==> config.mk <==
export PLATFORM = sky130hd
export DESIGN_NAME = sprite_rom_arbiter
export DESIGN_NICKNAME = d
export VERILOG_FILES = /design/src/rtl/sprite_rom_arbiter.sv
export SDC_FILE = /design/constraint.sdc
export NUM_CORES = 1
export LEC_CHECK = 0
export CORE_ASPECT_RATIO = 1.25
export CORE_MARGIN = 1.5
export CORE_UTILIZATION = 47
export CTS_CLUSTER_DIAMETER = 100
export DETAILED_ROUTE_END_ITERATION = 12
export GPL_TIMING_DRIVEN = 0
export PLACE_DENSITY = 0.88
export SETUP_SLACK_MARGIN = 0.2
export SYNTH_ARGS = -nofsm -noshare
export SYNTH_HDL_FRONTEND = slang
export SYNTH_SLANG_ARGS = --single-unit
==> constraint.sdc <==
create_clock -name clk -period 4 [get_ports clk]
set_clock_uncertainty 0.05 [all_clocks]
set_input_delay 0.6 -clock clk [delete_from_list [all_inputs] [get_ports clk]]
set_output_delay 0.6 -clock clk [all_outputs]
set_load 0.05 [all_outputs]
==> src/rtl/sprite_rom_arbiter.sv <==
// Round-robin arbiter that shares one pipelined sprite ROM among the sprite generators.
// Each return word is tagged with the id of the requester that owns it.
module sprite_rom_arbiter #(
  parameter int N_REQ   = 7,
  parameter int AW      = 17,
  parameter int DW      = 8,
  parameter int ROM_LAT = 2,
  parameter int IDW     = 3
) (
  input  logic                  clk,
  input  logic                  rst_n,
  input  logic [N_REQ-1:0]      req_i,
  input  logic [N_REQ*AW-1:0]   req_addr_i,
  output logic [N_REQ-1:0]      gnt_o,
  output logic                  rom_rd_o,
  output logic [AW-1:0]         rom_addr_o,
  input  logic [DW-1:0]         rom_q_i,
  output logic                  rvalid_o,
  output logic [IDW-1:0]        rid_o,
  output logic [DW-1:0]         rdata_o,
  output logic                  busy_o
);

  logic [IDW-1:0]   ptr_q, ptr_d;
  logic [N_REQ-1:0] gnt_q, gnt_d;
  logic             rom_rd_q, rom_rd_d;
  logic [AW-1:0]    rom_addr_q, rom_addr_d;
  logic [IDW-1:0]   id_q, id_d;

  logic [ROM_LAT-1:0] tag_vld_q;
  logic [IDW-1:0]     tag_id_q [ROM_LAT];

  logic             rvalid_q;
  logic [IDW-1:0]   rid_q;
  logic [DW-1:0]    rdata_q;

  logic [N_REQ-1:0] req_m;
  logic             found;
  logic [IDW-1:0]   win;
  int               ptr_int;

  // Two passes: first the requesters at or above ptr, then wrap to the lowest index.
  always_comb begin
    // NOTE: every combinational output gets a default first so no path can infer a latch.
    req_m      = req_i & ~gnt_q;
    ptr_int    = int'(ptr_q);
    found      = 1'b0;
    win        = '0;
    gnt_d      = '0;
    rom_addr_d = rom_addr_q;
    id_d       = id_q;
    if (ptr_int >= N_REQ) ptr_int = 0;
    for (int i = 0; i < N_REQ; i++) begin
      if (!found && req_m[i] && (i >= ptr_int)) begin
        found      = 1'b1;
        win        = IDW'(i);
        gnt_d      = '0;
        gnt_d[i]   = 1'b1;
        rom_addr_d = req_addr_i[i*AW +: AW];
      end
    end
    for (int i = 0; i < N_REQ; i++) begin
      if (!found && req_m[i]) begin
        found      = 1'b1;
        win        = IDW'(i);
        gnt_d      = '0;
        gnt_d[i]   = 1'b1;
        rom_addr_d = req_addr_i[i*AW +: AW];
      end
    end
    rom_rd_d = found;
    ptr_d    = ptr_q;
    if (found) begin
      id_d  = win;
      ptr_d = (int'(win) == N_REQ - 1) ? '0 : win + 1'b1;
    end
  end

  // NOTE: state registers use non-blocking assignments so every flop samples pre-edge values.
  always_ff @(posedge clk or negedge rst_n) begin
    if (!rst_n) begin
      ptr_q      <= '0;
      gnt_q      <= '0;
      rom_rd_q   <= 1'b0;
      rom_addr_q <= '0;
      id_q       <= '0;
      tag_vld_q  <= '0;
      rvalid_q   <= 1'b0;
      rid_q      <= '0;
      rdata_q    <= '0;
    end else begin
      ptr_q      <= ptr_d;
      gnt_q      <= gnt_d;
      rom_rd_q   <= rom_rd_d;
      rom_addr_q <= rom_addr_d;
      id_q       <= id_d;
      tag_vld_q[0] <= rom_rd_q;
      for (int i = 1; i < ROM_LAT; i++) tag_vld_q[i] <= tag_vld_q[i-1];
      rvalid_q <= tag_vld_q[ROM_LAT-1];
      if (tag_vld_q[ROM_LAT-1]) begin
        rid_q   <= tag_id_q[ROM_LAT-1];
        rdata_q <= rom_q_i;
      end
    end
  end

  // NOTE: the id payload needs no reset; its valid bit alone decides whether it is used.
  always_ff @(posedge clk) begin
    tag_id_q[0] <= id_q;
    for (int i = 1; i < ROM_LAT; i++) tag_id_q[i] <= tag_id_q[i-1];
  end

  assign gnt_o      = gnt_q;
  assign rom_rd_o   = rom_rd_q;
  assign rom_addr_o = rom_addr_q;
  assign rvalid_o   = rvalid_q;
  assign rid_o      = rid_q;
  assign rdata_o    = rdata_q;
  assign busy_o     = (|tag_vld_q) | rvalid_q;

endmodule

; ---- Word level (Yosys, flattened, before mapping)
; Memory sizes are Yosys's and may differ from the RTL's. A register that Yosys moved wholly into a read port is not among the register bits.
; Cells that the tools add are included.
[word_totals]
ff_bits = 42
ramBits = 6
in_bits = 136
memories = 1
[mem_list]
columns = memory, words, width, read_ports, rd_clocked_by_memory_dff, write_ports, line_no
row1 = tag_id_q, 2, 3, 2, 1, 2, 31  ; logic [IDW-1:0] tag_id_q [ROM_LAT];
[classes]
addsub = 1
order_cmp = 8
n_eq_ne = 1
n_mux = 57
bitwise = 3
n_reduce_logical = 36
[op_table]
columns = operator, n
row1 = $mux 17, 14
row2 = $mux 7, 12
row3 = $mux 3, 14
row4 = $logic_and 1x1->1, 20
row5 = $mux 1, 16
row6 = $logic_not 1->1, 14
row7 = $reduce_bool 14->1, 1
row8 = $ge 3x3->1 const A, 3
row9 = $and 7x7->7, 1
row10 = $not 7->7, 1
row11 = $ge 1x3->1 const A, 2
row12 = $ge 2x3->1 const A, 2
row13 = $add 3x1->3 const B, 1
row14 = $eq 3x2->1 const B, 1
row15 = $ge 3x3->1 const B, 1
row16 = $mux 2, 1
row17 = $reduce_or 2->1, 1
row18 = $or 1x1->1, 1

; ---- Depth between registers and ports, before layout
[logic_depth]
word_depth = 52
depth_mapped = 11
mapped_depth_nobuf = 8

; ---- Worst setup path before layout
; Ideal clock, no wire load.
[synth_path]
path_type = flip-flop to flip-flop
from = register gnt_q[2], in the netlist gnt_o[2]
to = register rom_addr_q[10], in the netlist rom_addr_o[10]
setup_ns = 0.125
t_arrival_ns = 2.453
slack_ns = 1.372
stages_incl_launch_ff = 10
synth_period_minus_slack_ns = 2.628
cell_sequence = dfrtp_1 > and2b_1 > o31ai_4 > nand3_1 > or3_1 > buf_2 > buf_6 > o221ai_2 > a2bb2oi_1 > o21ai_1
[synth_between]
elab_chain_cells = 42
[synth_lines]
columns = element, line_no
row1 = start: declaration, 25  ; logic [N_REQ-1:0] gnt_q, gnt_d;
row2 = start signal: assignment, 93  ; gnt_q <= gnt_d;
row3 = $not 7->7 *, 45  ; req_m = req_i & ~gnt_q;
row4 = $and 7x7->7 *, 45
row5 = $logic_and 1x1->1 (2 in series), 54  ; if (!found && req_m[i] && (i >= ptr_int)) begin
row6 = $mux 1, 54
row7 = $logic_not 1->1, 54
row8 = $logic_and 1x1->1 (2 in series), 54
row9 = $mux 1, 54
row10 = $logic_not 1->1, 54
row11 = [24 not listed], --
row12 = $logic_and 1x1->1, 63  ; if (!found && req_m[i]) begin
row13 = $mux 1, 63
row14 = $logic_not 1->1, 63
row15 = $logic_and 1x1->1, 63
row16 = $mux 1, 63
row17 = $logic_not 1->1, 63
row18 = $logic_and 1x1->1, 63
row19 = $reduce_bool 14->1 (no source line) or $mux 17 (tied branches), --
row20 = end signal: assignment, 95  ; rom_addr_q <= rom_addr_d;
row21 = end: declaration, 27  ; logic [AW-1:0] rom_addr_q, rom_addr_d;
; Mark *: on every way between the ends. The rest lies on a longest branch, timed or not.
; A chain may end at the register's enable or synchronous reset.

; ---- Final worst setup path
[layout_path]
from = input req_i[4]
to = register rom_addr_q[4], in the netlist rom_addr_o[4]
[layout_between]
elab_chain_cells = 33
[layout_lines]
columns = element, line_no
row1 = start: declaration, 12  ; input logic [N_REQ-1:0] req_i,
row2 = $and 7x7->7 *, 45
row3 = $logic_and 1x1->1 (2 in series), 54
row4 = $mux 1, 54
row5 = $logic_not 1->1, 54
row6 = $logic_and 1x1->1 (2 in series), 54
row7 = $mux 1, 54
row8 = $logic_not 1->1, 54
row9 = $logic_and 1x1->1 (2 in series), 54
row10 = [14 not listed], --
row11 = $logic_and 1x1->1, 63
row12 = $mux 1, 63
row13 = $logic_not 1->1, 63
row14 = $logic_and 1x1->1, 63
row15 = $mux 1, 63
row16 = $logic_not 1->1, 63
row17 = $logic_and 1x1->1, 63
row18 = $reduce_bool 14->1 (no source line) or $mux 17 (tied branches), --
; Marks and branches as above.

==> results.ini <==
[run_status]
outcome=finished, final reports clean

[cts]
cts_root_buf=clkbuf_8
clkSlewWorstSetupHoldPaths_ns=0.11
numCtsBuffers=5
clk_path_buf_depth=2
clock_latency_ns=0.33
cts_hold_buf=0
htreeDepth=2
postCtsSetupRepairBufs=0
cts_resized=0
cts_tree=yes
cts_sinks=51

[layout]
area_delta_synth_final_pct=48.7
fill_cells=639
num-nets-final=796
drive_gt1_frac=0.109
postLayoutCoreUtil=0.727
n_antenna_cell=0

[timing]
period_share=0.857
rsz0062_at_grt=false
timing.slew.headroom=0.299
max_freq_mhz=292
worst_pin_slew_ns=1.05
drv_slew=0
finalHoldViolations=0
finalSetupTns_ns=0
finalSetupViolCount=0
min_period_ns=3.43
fin_ws_ns=0.573

[die]
core_area_mm2=0.00829
fp-row-count=37
num_io_pins=174
die-width_um=86.1
die_h_um=107
start_util=0.489
dieArea_mm2=0.00919

[yosys]
yosysMostFrequentCell=nor2_1
syn_area_mm2=0.00405
ys_seq_area_frac=0.308
avgSynthCellArea_um2=8.48
synth_nets=614
synth_top_area_cell=dfrtp_1
ys_ff_latch=51
synth_area_leaders=dfrtp_1, nor2_1, o22ai_1
synth_common_cells=nor2_1, dfrtp_1, nand2_1, o22ai_1, a21oi_1
synth_top_area_share=0.278
async_flop_share=0.882
syn_inst=478
ys_warn_count=0
synthDistinctLibCells=74
synth_ff_type=dfrtp_1
synth_edf_count=0

[grt]
antenna_found_initial=0
grt_usage=0.403
grt_pass1_vias=5390
grt_pass1_wl_um=28200
grt_overflow=0
grt_max_degree=37

[setup_path]
rr_startpoint=gnt_o[4]$_DFF_PN0_
rrSetupSlack_ns=0.85
reg2reg_depth=8
crit_required_ns=4.20
start_kind=input pin
worstPathMaxFanout=10
critical_path.endpoint_type=flip-flop
cp.arrival_ns=3.63
rr_endpoint=rom_addr_o[4]$_DFFE_PN0P_
critPathKind=in -> reg

[drt]
detail-route-antenna-nets=0
drt_iter0_drc=698
dr_total_vias=5323
drcViolationCount=0
viasPerCell=7.02
detail_route.wl_per_cell_um=24.6
wl_um=18600
drt_first_pass_iters=8

[placed_design]
gp_congestion=1.03
pre_cts_ws_ns=0.236
hpwl_um=14100
io_buffers=173

[pwr]
p_leak_nw=2.39
power.density_mw_per_mm2=697
design_power_total_w=0.00420
vdd_drop_max_uv=433

[job]
cap_violations=0

[worst_hold_path]
min_path_type=in -> async

## cells by family after synthesis
group	count (synthesis)	share of synthesized area
XOR/XNOR	1	0.00216
multiplexers	19	0.0503
AND/OR/NAND/NOR	185	0.235
AO/OA/AOI/OAI	185	0.351
buffers and inverters	37	0.0534
flip-flops	51	0.308
## through the flow
step,std cells,cell area (um^2),hold WS [ns]
final,758,6020,0.0834
after global routing,758,6020,0.0908
after detailed placement,749,5920,0.264
after floorplan,478,4050,0.254
after global placement,748,5910,0.263
after CTS,757,6020,0.0856
## power by group
group	total [W]	switching, W	internal, W
sequential	0.000854	0.000128	0.000726
clock	0.000339	0.000209	0.000129
combinational	0.00301	0.00185	0.00116
## area by class of cell
cell class	instances	area, um^2	area share
Multi-Input combinational cell	390	2590	0.430
Buffer	33	201	0.0334
Clock buffer	5	68.8	0.0114
Sequential cell	51	1250	0.207
Tap cell	97	121	0.0201
Timing Repair Buffer	175	1750	0.291
Clock inverter	3	27.5	0.00457
Inverter	4	15.0	0.00249
## cell usage in the layout (no fill, tap or decap), types with 8 or more instances in the layout
master,netlist,final
a221oi_1,10,10
a211oi_1,13,13
a21oi_1,19,19
o22ai_1,29,29
mux2_2,11,11
a31oi_1,9,9
nor2b_1,8,8
nor2_1,57,57
nor3_1,8,8
or3_1,16,16
buf_2,11,12
clkdlybuf4s50_1,0,172
clkbuf_1,9,9
o2bb2ai_1,13,13
dfrtp_1,45,45
mux2i_1,8,8
o21ai_0,17,17
nand2_1,44,44
## sequential cells by signal, indices dropped and copies added (netlist names), 2 cells and up
signal	cells
rid_o	3
ptr_q	3
tag_vld_q	2
gnt_o	7
tag_id_q	6
rdata_o	8
id_q	3
rom_addr_o	17
## worst max path at each step
| stage | depth (start not counted) | slack (ns) | to | from |
|---|---|---|---|---|
| floorplan | 9 | 1.37 | rom_addr_o[10]$_DFFE_PN0P_ | gnt_o[2]$_DFF_PN0_ |
| global placement | 8 | 0.29 | rom_addr_o[14]$_DFFE_PN0P_ | req_i[4] |
| detailed placement | 8 | 0.24 | rom_addr_o[14]$_DFFE_PN0P_ | req_i[4] |
| CTS | 8 | 0.57 | rom_addr_o[14]$_DFFE_PN0P_ | req_i[4] |
| global route | 9 | 0.61 | rom_addr_o[4]$_DFFE_PN0P_ | req_i[4] |
| finish | 9 | 0.57 | rom_addr_o[4]$_DFFE_PN0P_ | req_i[4] |
## routing by layer
| layer | global-route usage | up-vias | wire [um] |
|---|---|---|---|
| li1 | - | 2242 | - |
| met1 | 0.460 | 2475 | 6340 |
| met2 | 0.696 | 485 | 8990 |
| met3 | 0.0770 | 121 | 2040 |
| met4 | 0.235 | 0 | 1250 |
| met5 | 0 | - | 0 |
## worst max-delay path, cell delays in order
cell and delay, ns:
clkdlybuf4s50_1 0.42, nand2b_1 0.18, clkbuf_1 0.49, a21oi_1 0.18, nand4_1 0.45, clkbuf_1 0.56, o22ai_1 0.18, or3_1 0.36
a211oi_2 0.20
(Power assumes the default switching activity.)
